`src/rtl/if_fetch_stage_pkg.sv`:
```
// Shared definitions for the instruction-fetch stage: default widths,
// fetch FSM encoding and the all-zeros bubble word.
package if_fetch_stage_pkg;

  localparam int DEF_ADDRESS_LEN     = 32;
  localparam int DEF_INSTRUCTION_LEN = 32;

  typedef enum logic [1:0] {
    FETCH   = 2'd0,
    HOLD    = 2'd1,
    DISCARD = 2'd2
  } fetch_state_e;

  // A bubble presents zero PC and a zero instruction word with valid low.
  localparam logic [31:0] BUBBLE_WORD = 32'h0000_0000;

endpackage

```
`src/rtl/if_id_pipe_reg.sv`:
```
// IF/ID pipeline register: loads a fetched word, holds under freeze,
// otherwise collapses to a bubble. Flush wins over everything.
module if_id_pipe_reg #(
  parameter int ADDRESS_LEN     = if_fetch_stage_pkg::DEF_ADDRESS_LEN,
  parameter int INSTRUCTION_LEN = if_fetch_stage_pkg::DEF_INSTRUCTION_LEN
) (
  input  logic                       clk,
  input  logic                       rst,
  input  logic                       flush,
  input  logic                       load,
  input  logic                       hold,
  input  logic [ADDRESS_LEN-1:0]     load_pc,
  input  logic [INSTRUCTION_LEN-1:0] load_instr,
  output logic [ADDRESS_LEN-1:0]     pc,
  output logic [INSTRUCTION_LEN-1:0] instruction,
  output logic                       valid
);
  import if_fetch_stage_pkg::*;

  logic [ADDRESS_LEN-1:0]     pc_p1;
  logic [INSTRUCTION_LEN-1:0] instr_p1;
  logic                       vld_p1;

  // ---- stage p1: IF/ID boundary ----
  always_ff @(posedge clk or negedge rst) begin
    if (!rst) begin
      pc_p1    <= ADDRESS_LEN'(BUBBLE_WORD);
      instr_p1 <= INSTRUCTION_LEN'(BUBBLE_WORD);
      vld_p1   <= 1'b0;
    end else if (flush) begin
      pc_p1    <= ADDRESS_LEN'(BUBBLE_WORD);
      instr_p1 <= INSTRUCTION_LEN'(BUBBLE_WORD);
      vld_p1   <= 1'b0;
    end else if (load) begin
      pc_p1    <= load_pc;
      instr_p1 <= load_instr;
      vld_p1   <= 1'b1;
    end else if (!hold) begin
      pc_p1    <= ADDRESS_LEN'(BUBBLE_WORD);
      instr_p1 <= INSTRUCTION_LEN'(BUBBLE_WORD);
      vld_p1   <= 1'b0;
    end
  end

  assign pc          = pc_p1;
  assign instruction = instr_p1;
  assign valid       = vld_p1;

endmodule

```
`src/rtl/if_fetch_stage.sv`:
```
// Instruction-fetch stage: owns the PC, runs a one-outstanding-request
// req/ack fetch to instruction memory, parks a word fetched under freeze,
// discards the in-flight word after a redirect, and feeds the IF/ID register.
module if_fetch_stage #(
  parameter int                     ADDRESS_LEN     = if_fetch_stage_pkg::DEF_ADDRESS_LEN,
  parameter int                     INSTRUCTION_LEN = if_fetch_stage_pkg::DEF_INSTRUCTION_LEN,
  parameter logic [ADDRESS_LEN-1:0] RESET_PC        = '0,
  parameter logic [ADDRESS_LEN-1:0] PC_STEP         = ADDRESS_LEN'(4)
) (
  input  logic                       clk,
  input  logic                       rst,
  input  logic                       freeze,
  input  logic                       branch_taken,
  input  logic [ADDRESS_LEN-1:0]     branch_addr,
  output logic                       imem_req,
  output logic [ADDRESS_LEN-1:0]     imem_addr,
  input  logic                       imem_ack,
  input  logic [INSTRUCTION_LEN-1:0] imem_rdata,
  output logic [ADDRESS_LEN-1:0]     PC,
  output logic [INSTRUCTION_LEN-1:0] instruction,
  output logic                       valid,
  output logic [15:0]                bubble_count
);
  import if_fetch_stage_pkg::*;

  fetch_state_e               state, state_next;
  logic [ADDRESS_LEN-1:0]     pc_reg, pc_next, addr_reg;
  logic [INSTRUCTION_LEN-1:0] hold_buf, load_instr;
  logic                       req_reg, ack_q, hold_capture;
  logic                       flush, load, hold, vld_next;

  function automatic logic [15:0] sat_inc16(input logic [15:0] v);
    return (v == 16'hFFFF) ? v : v + 16'd1;
  endfunction

  // Next-state, PC and IF/ID control; a redirect outranks freeze and ack.
  always_comb begin
    state_next   = state;
    pc_next      = pc_reg;
    flush        = 1'b0;
    load         = 1'b0;
    hold         = 1'b0;
    hold_capture = 1'b0;
    load_instr   = imem_rdata;
    // An ack only counts against a request we actually issued.
    ack_q        = imem_ack & req_reg;
    if (branch_taken) begin
      pc_next    = branch_addr;
      flush      = 1'b1;
      // A request still waiting for its ack must finish at the old address.
      // If the ack lands in this same cycle the request is done, so no discard.
      state_next = (req_reg && !imem_ack) ? DISCARD : FETCH;
    end else begin
      case (state)
        FETCH: begin
          if (ack_q && freeze) begin
            hold_capture = 1'b1;
            hold         = 1'b1;
            state_next   = HOLD;
          end else if (ack_q) begin
            load    = 1'b1;
            pc_next = pc_reg + PC_STEP;
          end else begin
            hold = freeze;
          end
        end
        HOLD: begin
          if (!freeze) begin
            load       = 1'b1;
            load_instr = hold_buf;
            pc_next    = pc_reg + PC_STEP;
            state_next = FETCH;
          end else begin
            hold = 1'b1;
          end
        end
        DISCARD: begin
          if (imem_ack) state_next = FETCH;
        end
        default: state_next = FETCH;
      endcase
    end
    vld_next = !flush && (load || (hold && valid));
  end

  // FSM, PC, request handshake and bubble counter.
  always_ff @(posedge clk or negedge rst) begin
    if (!rst) begin
      state        <= FETCH;
      pc_reg       <= RESET_PC;
      addr_reg     <= RESET_PC;
      req_reg      <= 1'b0;
      bubble_count <= 16'd0;
    end else begin
      state   <= state_next;
      pc_reg  <= pc_next;
      req_reg <= (state_next != HOLD);
      // While discarding, the old address must stay on the bus until its ack.
      if (state_next != DISCARD) addr_reg <= pc_next;
      if (!vld_next) bubble_count <= sat_inc16(bubble_count);
    end
  end

  // Word fetched while decode is frozen waits here until release.
  always_ff @(posedge clk) begin
    if (hold_capture) hold_buf <= imem_rdata;
  end

  assign imem_req  = req_reg;
  assign imem_addr = addr_reg;

  if_id_pipe_reg #(
    .ADDRESS_LEN    (ADDRESS_LEN),
    .INSTRUCTION_LEN(INSTRUCTION_LEN)
  ) u_if_id (
    .clk        (clk),
    .rst        (rst),
    .flush      (flush),
    .load       (load),
    .hold       (hold),
    .load_pc    (pc_reg + PC_STEP),
    .load_instr (load_instr),
    .pc         (PC),
    .instruction(instruction),
    .valid      (valid)
  );

endmodule

```
`config.mk`:
```
export PLATFORM = sky130hd
export DESIGN_NAME = if_fetch_stage
export DESIGN_NICKNAME = d
export VERILOG_FILES = /design/src/rtl/if_fetch_stage_pkg.sv /design/src/rtl/if_id_pipe_reg.sv /design/src/rtl/if_fetch_stage.sv
export SDC_FILE = /design/constraint.sdc
export NUM_CORES = 1
export LEC_CHECK = 0
export BUFFER_PORTS_ARGS = -buffer_cell sky130_fd_sc_hd__buf_2
export CORE_MARGIN = 1
export CORE_UTILIZATION = 54
export DETAILED_ROUTE_END_ITERATION = 7
export HOLD_SLACK_MARGIN = 0.08
export MAX_ROUTING_LAYER = met4
export PLACE_DENSITY = 0.8
export SLEW_MARGIN = 20
export SYNTH_ARGS = -nofsm -noshare
export SYNTH_HDL_FRONTEND = slang
export SYNTH_SLANG_ARGS = --single-unit
```
`constraint.sdc`:
```
create_clock -name clk -period 3.3 [get_ports clk]
set_input_delay 0.165 -clock clk [delete_from_list [all_inputs] [get_ports clk]]
set_output_delay 0.165 -clock clk [all_outputs]
set_load 0.1 [all_outputs]
```
# [Yosys cells after proc, flatten, opt, wreduce, memory -nomap -nowiden]
# Cells that the tools add are included.
[word_totals] ff_bits=180 latch_bits=0 ramBits=0 romBits=0 input_bits=69 output_inout_bits=114 wordCells=65 n_memories=0
[classes] addsub=2 n_mul=0 div=0 magnitude_cmp=0 eq_ne=6 shift=0 muxes=36 n_bitwise=3 reduce_logical=9
[op_table] op="32-bit two-way mux" n=12
[op_table] op="32-bit case mux with 2 select lines" n=1
[op_table] op="32-bit by 3-bit adder with 32-bit output (second input constant)" n=1
[op_table] op="16-bit by 1-bit adder with 16-bit output (second input constant)" n=1
[op_table] op="16-bit equality test (second input constant)" n=1
[op_table] op="1-bit two-way mux" n=15
[op_table] op="2-bit two-way mux" n=5
[op_table] op="2-bit case mux with 3 select lines" n=1
[op_table] op="1-bit logical AND" n=4
[op_table] op="1-bit case mux with 2 select lines" n=2
[op_table] op="3-bit != test (second input constant)" n=1
[op_table] op="2-bit by 1-bit equality test with 1-bit output (second input constant)" n=1
[op_table] op="2-bit equality test (second input constant)" n=1
[op_table] op="1-bit zero test" n=2
[op_table] op="2-bit zero test" n=1
[op_table] op="2-bit by 1-bit != test with 1-bit output (second input constant)" n=1
[op_table] op="2-bit != test (second input constant)" n=1
[op_table] op="1-bit inverter" n=2
[op_table] op="2-bit AND reduction" n=1
[op_table] op="1-bit AND" n=1
[op_table] op="1-bit logical OR" n=1

# [Depth between registers and ports, before layout]
# Gate-level depths: netlist of the first run.
[logic_depth] ltp_word=10 ltp_mapped=8 mapped_depth_nobuf=6

# [Hierarchy]
# From an unflattened synthesis of the first run, not the netlist that was laid out.
[unflattened] cells_unflattened=691 area_unflattened_um2=8300.5
[by_module_without_submodules] mod="if_fetch_stage" n_inst=1 cells_per_inst=536 area_per_inst_um2=5855.6 seq_area_each_um2=3037.9
[by_module_without_submodules] mod="if_id_pipe_reg" n_inst=1 cells_per_inst=155 area_per_inst_um2=2444.8 seq_area_each_um2=1626.6

# [Worst setup path after synthesis of the first run]
# No wires, ideal clock.
[synth_timing] kind="register to register" start="reg req_reg (netlist: imem_req)" end="reg addr_reg[19] (netlist: imem_addr[19])" setup_time_ps=126 t_arrival_ps=2305 required_ps=3174 slack_ps=869 path_stages_with_launch=6 path_buffers=0 period_less_slack_ps=2431 path_cell_list="dfrtp_1 > a21oi_2 > nor4_1 > and3_1 > xor2_1 > a221o_1"
[synth_via] elab_chain_len=6 word_cells_on_any_way=12 classes_between="1 x eq/ne; 8 x mux; 1 x bitwise; 2 x reduce/logical"
[synth_lines] item="start: declaration" line_no="if_fetch_stage.sv:29" text="logic req_reg, ack_q, hold_capture;"
[synth_lines] item="start signal: assignment" line_no="if_fetch_stage.sv:97" text="req_reg <= (state_next != HOLD);"
[synth_lines] item="1-bit AND" line_no="if_fetch_stage.sv:46" text="ack_q = imem_ack & req_reg;"
[synth_lines] item="1-bit logical AND" line_no="if_fetch_stage.sv:56" text="if (ack_q && freeze) begin"
[synth_lines] item="2-bit two-way mux" line_no="if_fetch_stage.sv:56"
[synth_lines] item="2-bit case mux with 3 select lines" line_no="if_fetch_stage.sv:54" text="case (state)"
[synth_lines] item="2-bit two-way mux" line_no="if_fetch_stage.sv:47" text="if (branch_taken) begin"
[synth_lines] item="2-bit != test" line_no="if_fetch_stage.sv:99" text="if (state_next != DISCARD) addr_reg <= pc_next;"
[synth_lines] item="end signal: assignment" line_no="if_fetch_stage.sv:99"
[synth_lines] item="end: declaration" line_no="if_fetch_stage.sv:27" text="logic [ADDRESS_LEN-1:0] pc_reg, pc_next, addr_reg;"
# Several ways; a longest one is shown, not always the timed one.
# A chain may end at the register's enable or synchronous reset.

# [Worst setup path after layout of the first run]
[layout_timing] start="reg state[1]" end="reg u_if_id.instr_p1[7] (netlist: u_if_id.instruction[7])"
[layout_via] elab_chain_len=5 word_cells_on_any_way=11 classes_between="2 x eq/ne; 8 x mux; 1 x reduce/logical"
[layout_lines] item="start: declaration" line_no="if_fetch_stage.sv:26" text="fetch_state_e state, state_next;"
[layout_lines] item="start signal: assignment" line_no="if_fetch_stage.sv:95" text="state <= state_next;"
[layout_lines] item="2-bit by 1-bit equality test with 1-bit output or 2-bit zero test (tied branches)" line_no="if_fetch_stage.sv:54"
[layout_lines] item="1-bit case mux with 2 select lines or 32-bit two-way mux (tied branches)" line_no="if_fetch_stage.sv:54"
[layout_lines] item="1-bit two-way mux or 32-bit two-way mux (tied branches)" line_no="if_fetch_stage.sv:47"
[layout_lines] item="32-bit two-way mux" line_no="if_id_pipe_reg.sv:34" text="end else if (load) begin"
[layout_lines] item="32-bit two-way mux" line_no="if_id_pipe_reg.sv:30" text="end else if (flush) begin"
[layout_lines] item="end signal: assignment" line_no="if_id_pipe_reg.sv:28" text="instr_p1 <= INSTRUCTION_LEN'(BUBBLE_WORD);"
[layout_lines] item="end signal: assignment" line_no="if_id_pipe_reg.sv:32" text="instr_p1 <= INSTRUCTION_LEN'(BUBBLE_WORD);"
[layout_lines] item="end signal: assignment" line_no="if_id_pipe_reg.sv:36" text="instr_p1 <= load_instr;"
[layout_lines] item="end: declaration" line_no="if_id_pipe_reg.sv:21" text="logic [INSTRUCTION_LEN-1:0] instr_p1;"
# Several ways; a longest one is shown, not always the timed one.

==> results.tsv, run 1 <==
stage	metric	value	unit
synth	synth-main-ff-cell	dfrtp_1	
synth	synthAdderAreaFrac	0.3048	%
floorplan	die_x	125.3	µm
pwr	p_total	6406	µW
synth	synth_enable_flop_cells	32	
finish	drive_gt1_share	25.59	%
run	maxCapViolations	0	
synth	yosysSeqAreaShare	56.81	%
synth	avgSynthCellArea	10.66	µm²
synth	synthTopCellsByArea	dfrtp_1, edfxtp_1, nand2_1	
setup_path	r2r_cells	5	
pwr	vdd_ir_drop_max	0.4521	mV
sta	slew_violations	0	
pwr	p_leak	0.004687	µW
status	violations	DRC	
cts	cts_tree	done	
finish	multiInputGateArea	3324	µm²
synth	synth-compound-area-share	9.799	%
placed_design	gp_congestion	0.8697	
sta	tightest_slew	0.8509	ns
drt	ant_nets	0	
floorplan	die_area	15700	µm²
sta	hold_viol	0	
setup_path	end_kind	flip-flop	
placed_design	hpwl	13.92	mm
finish	seq_area	4664	µm²
drt	dr.pass1.iters	8	
pwr	power_density	610.5	nW/µm²
setup_path	critPathLaunchType	flip-flop	
floorplan	die_h	125.3	µm
floorplan	pin_count	183	
sta	rsz0062_at_grt	no	
drt	vias	6909	
sta	finalSetupViolations	0	
synth	synth_top_family_by_area	simple AND/OR/NAND/NOR gates	
cts	ctsLongestPathBuffers	2	
synth	synth_top_area_share	45.11	%
drt	drcViolationCount	15	
setup_path	path_class	reg -> reg	
floorplan	coreArea	14700	µm²
finish	finalNetCount	1074	
global_route	grt_pass1_wl	35.31	mm
sta	fin_crit	2.376	ns
worst_hold_path	min_path_type	in -> reg	
sta	fin_crit_sh	71.99	%
finish	nFillCells	1067	
synth	syn_nets	841	
synth	synthXorXnorAreaFrac	5.760	%
drt	via_per_inst	5.753	
synth	postSynth.asyncResetShare	82.22	%
global_route	antenna_found_initial	1	
cts	cts_sinks	180	
global_route	grt_remaining_overflow	0	
drt	wl_per_cell	18.32	µm
synth	synthTopCellsByCount	dfrtp_1, nand2_1, o21ai_0, nor2_1, mux2i_1	
setup_path	crit_fanout	21	
floorplan	fp-row-count	44	
setup_path	cp_data_arrival_time	2.67	ns
cts	cts_buffers	17	
synth	netlist_instances	770	
synth	yosysMostFrequentCell	dfrtp_1	
sta	fmax	0.4209	GHz
cts	cts_resized	0	
drt	drt-total-wl	22.01	mm
synth	ys_ff_latch	180	
drt	drtIter0Drc	608	
synth	yosysUniqueCellTypes	60	
cts	insertion_delay	0.43	ns
cts	h-tree-depth	4	
finish	area_delta_synth_final	27.80	%
global_route	grt_usage	30.05	%
setup_path	crit_required	3.60	ns
sta	max-slew-margin-rel	43.28	%
sta	tns	0	ns
global_route	grt_pass1_vias	6828	
placed_design	portBuffers	182	
worst_hold_path	min_path_cells	3	
status	outcome	complete, but fails checks	
cts	clk_pin_slew_worst_paths	0.07	ns
synth	synthSimpleGateAreaFrac	17.69	%
cts	clock-root-buffer	clkbuf_16	
synth	yosysWarnings	0	
synth	synth_area	8210	µm²
synth	synth_area_leader_cell	dfrtp_1	
synth	synthMuxAreaShare	6.827	%
floorplan	initial_core_util	55.86	%
global_route	grt_max_degree	75	
sta	fin_skew	0.01206	ns
==> where the power goes <==
part	switching, µW	internal (µW)	total [µW]
clock network	896	1060	1960
logic	1420	379	1800
registers	193	2450	2640
==> through the flow <==
stage	instances	area, µm²	setup slack (ns)	hold WS, ns	util [%]
4_1_cts	1200	10490	0.9633	0.2082	71.37
3_3_place_gp	1103	9268	1.024	0.2331	63.05
6_report	1201	10490	0.9244	0.2226	71.38
3_5_place_dp	1103	9268	0.9723	0.2390	63.05
2_1_floorplan	770	8210	0.8694	-0.1306	-
5_1_grt	1201	10490	0.7968	0.2272	71.38
==> layer usage <==
layer	wire length (µm)	vias to the layer above	global-route usage, %
li1	-	3197	-
met3	1433	44	5.862
met5	0	-	-
met4	496	0	10.04
met2	10820	302	48.50
met1	9258	3366	38.23
==> what timing repair did <==
item,CTS,global route
endpoints found under the hold margin,166,0
buffers inserted,0,0
hold buffers,65,0
==> cell families after synthesis <==
group	count (synthesis)
multiplexers	54
buffers and inverters	54
flip-flops	180
adder cells (fa/ha/maj)	2
AO/OA/AOI/OAI	136
AND/OR/NAND/NOR	290
XOR/XNOR	54
==> worst max-delay path: stages, from the launching register on <==
cell and delay, ns:
dfrtp_1 0.51, nor2_1 0.37, and2_2 0.66, buf_4 0.29
mux2i_1 0.29, o21ai_0 0.11
==> layout make-up <==
cell class,instances,area share (%)
Antenna cell,1,0.02385
Clock buffer,18,4.090
Clock inverter,14,1.359
Inverter,7,0.2504
Multi-Input combinational cell,536,31.68
Sequential cell,180,44.45
Tap cell,184,2.194
Timing Repair Buffer,261,15.94
==> path summary, 6_finish.rpt <==
kind                                 from                      to  slack (ns)
hold / removal                     freeze           u_if_id.valid        0.22
setup / recovery                 state[1]  u_if_id.instruction[7]        0.92
setup reg to reg                 state[1]  u_if_id.instruction[7]        0.92
hold reg to reg            u_if_id.pc[18]          u_if_id.pc[18]        0.48
min in group asynchronous             rst         bubble_count[9]        0.34
max in group asynchronous             rst            imem_addr[8]        2.11
==> cells in the final DEF (no fill, tap or decap), types with 19 or more instances in the layout <==
cell type,n
nor2_1,46
o21ai_0,76
edfxtp_1,32
xor2_1,19
nand3_1,29
a21oi_1,21
nand4_1,21
xnor2_1,35
dlygate4sd3_1,65
dfrtp_1,148
buf_2,181
mux2i_1,38
nand2_1,119
(Power assumes the default switching activity.)
==> run 2, diff against run 1 <==
ABC_AREA = 1   (was default)
CORE_UTILIZATION = 55   (was 54)
PLACE_DENSITY = 0.81   (was 0.8)
clock period = 2.4 ns   (was 3.3 ns; I/O delays follow)
==> run 2 against run 1 <==
Effect of this change: the run now ends clean; sequential power is 38% higher; clock power is 48% higher; via count is 12% higher; flip-flop and latch count stayed put; critical path depth is 6 higher; largest cell class unchanged; highest routed layer unchanged.
==> results.tsv, run 2 <==
stage	metric	value	unit
setup_path	cp_slowest_stage_delay	0.41	ns
finish	final_area	10700	µm²
finish	drive_gt1_share	19.97	%
cts	clock-root-buffer	clkbuf_16	
synth	postSynth.asyncResetShare	82.22	%
floorplan	fp-row-count	44	
setup_path	path_class	reg -> reg	
worst_hold_path	min_path_type	in -> reg	
placed_design	hpwl	14.97	mm
pwr	vdd_ir_drop_max	0.7482	mV
sta	rsz0062_at_grt	no	
synth	yosysUniqueCellTypes	37	
sta	max-slew-margin-rel	51.20	%
pwr	power_density	860.2	nW/µm²
synth	ys_ff_latch	180	
synth	yosysSeqAreaShare	56.31	%
sta	fmax	0.4535	GHz
synth	synth-main-ff-cell	dfrtp_1	
drt	dr.pass1.iters	6	
cts	cts_sinks	180	
floorplan	die_area	15560	µm²
worst_hold_path	min-delay-start	imem_ack	
setup_path	cpMostUsedCell	nand2_1	
synth	avgSynthCellArea	8.427	µm²
sta	fin_skew	0.01320	ns
drt	drcViolationCount	0	
global_route	antenna_found_initial	2	
setup_path	rr_startpoint	imem_req	
setup_path	crit_family	simple AND/OR/NAND/NOR gates	
setup_path	crit_fanout	17	
cts	insertion_delay	0.44	ns
setup_path	end_kind	flip-flop	
sta	fin_crit	2.205	ns
cts	h-tree-depth	4	
drt	vias	7755	
drt	via_per_inst	5.450	
setup_path	critPathLaunchType	flip-flop	
drt	drtIter0Drc	646	
sta	tightest_slew	0.7319	ns
drt	drt-total-wl	23.80	mm
floorplan	coreArea	14590	µm²
setup_path	cp_data_arrival_time	2.59	ns
global_route	grt_pass1_vias	7863	
cts	clk_pin_slew_worst_paths	0.07	ns
cts	ctsLongestPathBuffers	2	
finish	final_common_cell	nand2_1	
global_route	grt_remaining_overflow	0	
placed_design	gp_congestion	0.9179	
sta	fin_crit_sh	91.87	%
setup_path	critPathLaunch	imem_req	
placed_design	place_area	9413	µm²
synth	synth_enable_flop_cells	32	
run	maxCapViolations	0	
synth	netlist_instances	983	
sta	slew_violations	0	
status	outcome	finished clean	
finish	mostFrequentLayoutCells	nand2_1, buf_2, dfrtp_1	
drt	wl_per_cell	16.73	µm
floorplan	initial_core_util	56.78	%
global_route	grt_max_degree	65	
synth	yosysMostFrequentCell	nand2_1	
sta	hold_viol	0	
drt	ant_nets	0	
cts	cts_tree	done	
finish	finalNetCount	1295	
synth	synthTopCellsByCount	nand2_1, dfrtp_1, nor2_1, inv_1, nand3_1	
finish	area_delta_synth_final	29.12	%
synth	syn_nets	1054	
setup_path	crit_required	2.78	ns
floorplan	pin_count	183	
global_route	grt_pass1_wl	39.22	mm
synth	synth_area	8284	µm²
floorplan	die_x	124.7	µm
synth	yosysWarnings	0	
setup_path	path_buf_inv	3	
sta	tns	0	ns
placed_design	portBuffers	182	
synth	synth_top_area_share	44.71	%
setup_path	cpMaxStageDelayCell	dfrtp_2	
global_route	grt_usage	33.00	%
cts	cts_buffers	17	
floorplan	die_h	124.7	µm
sta	finalSetupViolations	0	
synth	synth_area_leader_cell	dfrtp_1	
synth	synthTopCellsByArea	dfrtp_1, nand2_1, edfxtp_1	
pwr	p_leak	0.005370	µW
setup_path	path_cells	nand2_1 -> inv_1 -> nand2_1 -> nor2_1 -> nor2_2 -> inv_2 -> nor2_4 -> inv_2 -> o211ai_1 -> nand2_1 -> nand2_1	
-- run 2: power breakdown --
group          internal [µW]  switching (µW)
clock                   1580            1320
sequential              3380             262
combinational            528            2130
-- run 2: routing by layer --
metal | vias up | share of wire [%] | GRT usage, % | routed length, µm
li1 | 3691 | - | - | -
met1 | 3674 | 40 | 40.45 | 9609
met2 | 340 | 50 | 53.75 | 11790
met3 | 50 | 7.2 | 6.787 | 1720
met4 | 0 | 2.9 | 12.90 | 680
met5 | - | 0 | - | 0
-- run 2: worst reg2reg max path, delay by kind of cell (launching register included) --
family                 cells  cell delay (ns)
and+or+nand+nor            7             0.98
DFF                        1             0.41
AOI/OAI and AO/OA          1             0.29
buffers and inverters      3             0.47
-- run 2: area by class of cell --
cell class                 count  area, µm²
fill                        1051       3892
sequential                   180       4666
inverter                      54      205.2
multi-input combinational    711       3263
clock inverter                15      186.4
tap                          184      230.2
clock buffer                  17      425.4
timing repair buffer         260       1715
antenna                        2      5.005
-- run 2: per-stage QoR --
stage                     power, µW  utilization, %  hold slack (ns)  cells  worst slack, ns
after floorplan                5680               -          -0.1756    983          0.09156
after global placement         6208           64.52           0.1263   1322         -0.01271
after detailed placement       6246           64.52           0.1224   1322          -0.1157
after CTS                      9212           73.22          0.09353   1420           0.1384
after global routing           9547           73.32           0.1317   1423        0.0002152
final                          9201           73.32           0.1026   1423           0.1950
-- run 2: final timing paths --
check / slack [ns] / cells after the start / endpoint
setup / recovery: 0.20 / 11 / imem_addr[2]
hold / removal: 0.10 / 3 / state[0]
hold reg to reg: 0.48 / 2 / u_if_id.pc[10]
max in group asynchronous: 1.50 / 3 / bubble_count[4]
setup reg to reg: 0.20 / 11 / imem_addr[2]
min in group asynchronous: 0.21 / 2 / imem_addr[10]
-- run 2: repair_timing --
item / CTS / global route
endpoints found under the setup margin: 10 / 11
buffers inserted: 0 / 1
pin swaps: 1 / 1
endpoints found under the hold margin: 179 / 0
gates resized for setup: 0 / 1
gates cloned: 1 / 0
hold buffers: 65 / 0
-- run 2: cells by family after synthesis --
kind of cell	after synthesis	share of synthesized area (%)
and+or+nand+nor	575	27.58
DFF	180	56.31
AOI/OAI and AO/OA	115	9.304
buffers and inverters	93	4.607
xor gates and xnor gates	18	1.903
adders and majority gates	2	0.3020
==> run 3, diff against run 2 <==
==> constraint.sdc (replaced) <==
create_clock -name clk -period 2.4 [get_ports clk]
set_input_delay 0.6 -clock clk [delete_from_list [all_inputs] [get_ports clk]]
set_output_delay 0.6 -clock clk [all_outputs]
set_load 0.1 [all_outputs]
==> run 3 against run 2 <==
Effect of this change: critical path depth is the same; first-iteration DRC count stayed put; final area down 5.8%; power fell by 0.18%; die area is the same; combinational power is 4% lower; worst hold slack worse by 0.014 ns; fmax is 6.5% higher; register-to-register slack improved by 0.13 ns; sequential power hardly changed; critical path type unchanged; largest cell class unchanged.
==> results.tsv, run 3 (synthesis results as in run 2) <==
stage	metric	value	unit
drt	via_per_inst	5.448	
drt	ant_nets	0	
cts	clock-root-buffer	clkbuf_16	
setup_path	end_kind	flip-flop	
finish	finalNetCount	1235	
sta	hold_viol	0	
cts	insertion_delay	0.44	ns
pwr	internal-power	5569	µW
cts	hold_buffers	0	
pwr	combPwrFrac	27.9	%
cts	cts_sinks	180	
placed_design	post-place-ws	0.1176	ns
sta	fin_crit	2.070	ns
cts	cts_setup_buffers	0	
setup_path	cp_data_arrival_time	2.45	ns
sta	rsz0062_at_grt	no	
cts	cts_tree	done	
setup_path	path_cells	buf_4 -> nand3_1 -> nor2_1 -> nand2_1 -> o21ai_0 -> nand3_1 -> nand2_1 -> nand2_1 -> nand2_1 -> nand2_1 -> nand2_1	
finish	final_common_cell	nand2_1	
setup_path	cpMostUsedCell	nand2_1	
cts	h-tree-depth	4	
setup_path	r2r_slack	0.33	ns
drt	drt-total-wl	22.25	mm
setup_path	r2r_cells	11	
floorplan	initial_core_util	56.78	%
drt	vias	7420	
sta	tns	0	ns
pwr	power.switching	3616	µW
finish	mostFrequentLayoutCells	nand2_1, buf_2, dfrtp_1	
floorplan	die_h	124.7	µm
global_route	grt_max_degree	65	
setup_path	rr_startpoint	pc_reg[3]	
drt	wl_per_cell	16.33	µm
global_route	grt_usage	30.85	%
floorplan	die_x	124.7	µm
floorplan	fp-row-count	44	
pwr	clkPwrFrac	32.4	%
sta	max-slew-margin-rel	51.44	%
setup_path	crit_fanout	4	
cts	cts_buffers	17	
floorplan	pin_count	183	
finish	drive_gt1_share	21.16	%
global_route	grt_pass1_wl	36.63	mm
sta	fin_crit_sh	86.26	%
global_route	antenna_found_initial	1	
pwr	seq_power_share	39.6	%
worst_hold_path	min_path_type	in -> async	
sta	fmax	0.4830	GHz
status	outcome	finished clean	
setup_path	cp_slowest_stage_delay	0.47	ns
placed_design	portBuffers	182	
setup_path	r2r_end	imem_addr[19]	
cts	clk_pin_slew_worst_paths	0.07	ns
pwr	p_leak	0.005119	µW
setup_path	crit_required	2.78	ns
sta	finalSetupViolations	0	
setup_path	critPathLaunchType	flip-flop	
placed_design	gp_congestion	0.9909	
finish	area_delta_synth_final	21.69	%
pwr	vdd_ir_drop_max	0.7263	mV
sta	slew_violations	0	
sta	tightest_slew	0.7284	ns
cts	ctsLongestPathBuffers	2	
global_route	grt_remaining_overflow	0	
cts	cts_resized	0	
drt	drcViolationCount	0	
finish	nFillCells	1146	
placed_design	hpwl	15.16	mm
drt	dr.pass1.iters	5	
setup_path	critPathLaunch	pc_reg[3]	
pwr	power_density	911.1	nW/µm²
floorplan	die_area	15560	µm²
sta	setup_ws	0.3298	ns
global_route	grt_pass1_vias	7430	
pwr	power_switching_share	39.37	%
drt	drtIter0Drc	646	
setup_path	cpMaxStageDelayCell	nor2_1	
setup_path	path_class	reg -> reg	
floorplan	coreArea	14590	µm²
sta	fin_skew	0.01256	ns
run	maxCapViolations	0	
-- run 3: per-layer routing --
| metal | routed length, µm | part of all wire [%] | global-route usage, % | vias up |
|---|---|---|---|---|
| li1 | - | - | - | 3558 |
| met4 | 518 | 2.3 | 9.639 | 0 |
| met1 | 9133 | 41 | 37.86 | 3502 |
| met2 | 10860 | 49 | 49.37 | 314 |
| met3 | 1730 | 7.8 | 8.892 | 46 |
| met5 | 0 | 0 | - | - |
-- run 3: worst max-delay path, delay by kind of cell (launching register included) --
| kind | cells | cell delay [ns] |
|---|---|---|
| AND/OR/NAND/NOR | 9 | 1.23 |
| flip-flops | 1 | 0.35 |
| AO/OA/AOI/OAI | 1 | 0.29 |
| buffers and inverters | 1 | 0.13 |
-- run 3: power groups by stage --
stage / Sequential (µW) / Clock (µW) / Combinational, µW
2_1_floorplan: 5020 / 0 / 658
3_3_place_gp: 3680 / 0 / 2530
3_5_place_dp: 3690 / 0 / 2570
4_1_cts: 3640 / 3000 / 2570
5_1_grt: 3680 / 3130 / 2720
6_report: 3640 / 2980 / 2560
-- run 3: worst max-delay path by stage --
stage | slack [ns] | to | cells past startpoint
floorplan | 0.09 | bubble_count[3] | 10
global placement | 0.19 | bubble_count[4] | 14
detailed placement | 0.12 | bubble_count[4] | 14
CTS | 0.35 | imem_addr[10] | 10
global route | 0.16 | imem_addr[20] | 12
finish | 0.33 | imem_addr[19] | 11
-- run 3: cell type report --
class | count | area [µm²] | area share [%]
flip-flops and latches | 180 | 4666 | 46.28
inverters | 54 | 205.2 | 2.036
well taps | 184 | 230.2 | 2.284
multi-input cells | 710 | 3254 | 32.28
clock inverters | 12 | 167.7 | 1.663
clock buffers | 20 | 457.9 | 4.543
diodes | 1 | 2.502 | 0.02482
repair buffers | 201 | 1097 | 10.88
-- run 3: metrics by stage --
stage | hold WS [ns] | utilization [%] | cells | power (µW) | cell area [µm²]
final | 0.08899 | 69.10 | 1362 | 9184 | 10080
after global routing | 0.1117 | 69.10 | 1362 | 9527 | 10080
after CTS | 0.1037 | 69.08 | 1361 | 9220 | 10080
after detailed placement | 0.4574 | 64.79 | 1329 | 6260 | 9453
after global placement | 0.4574 | 64.79 | 1329 | 6219 | 9453
after floorplan | 0.3044 | - | 983 | 5680 | 8297
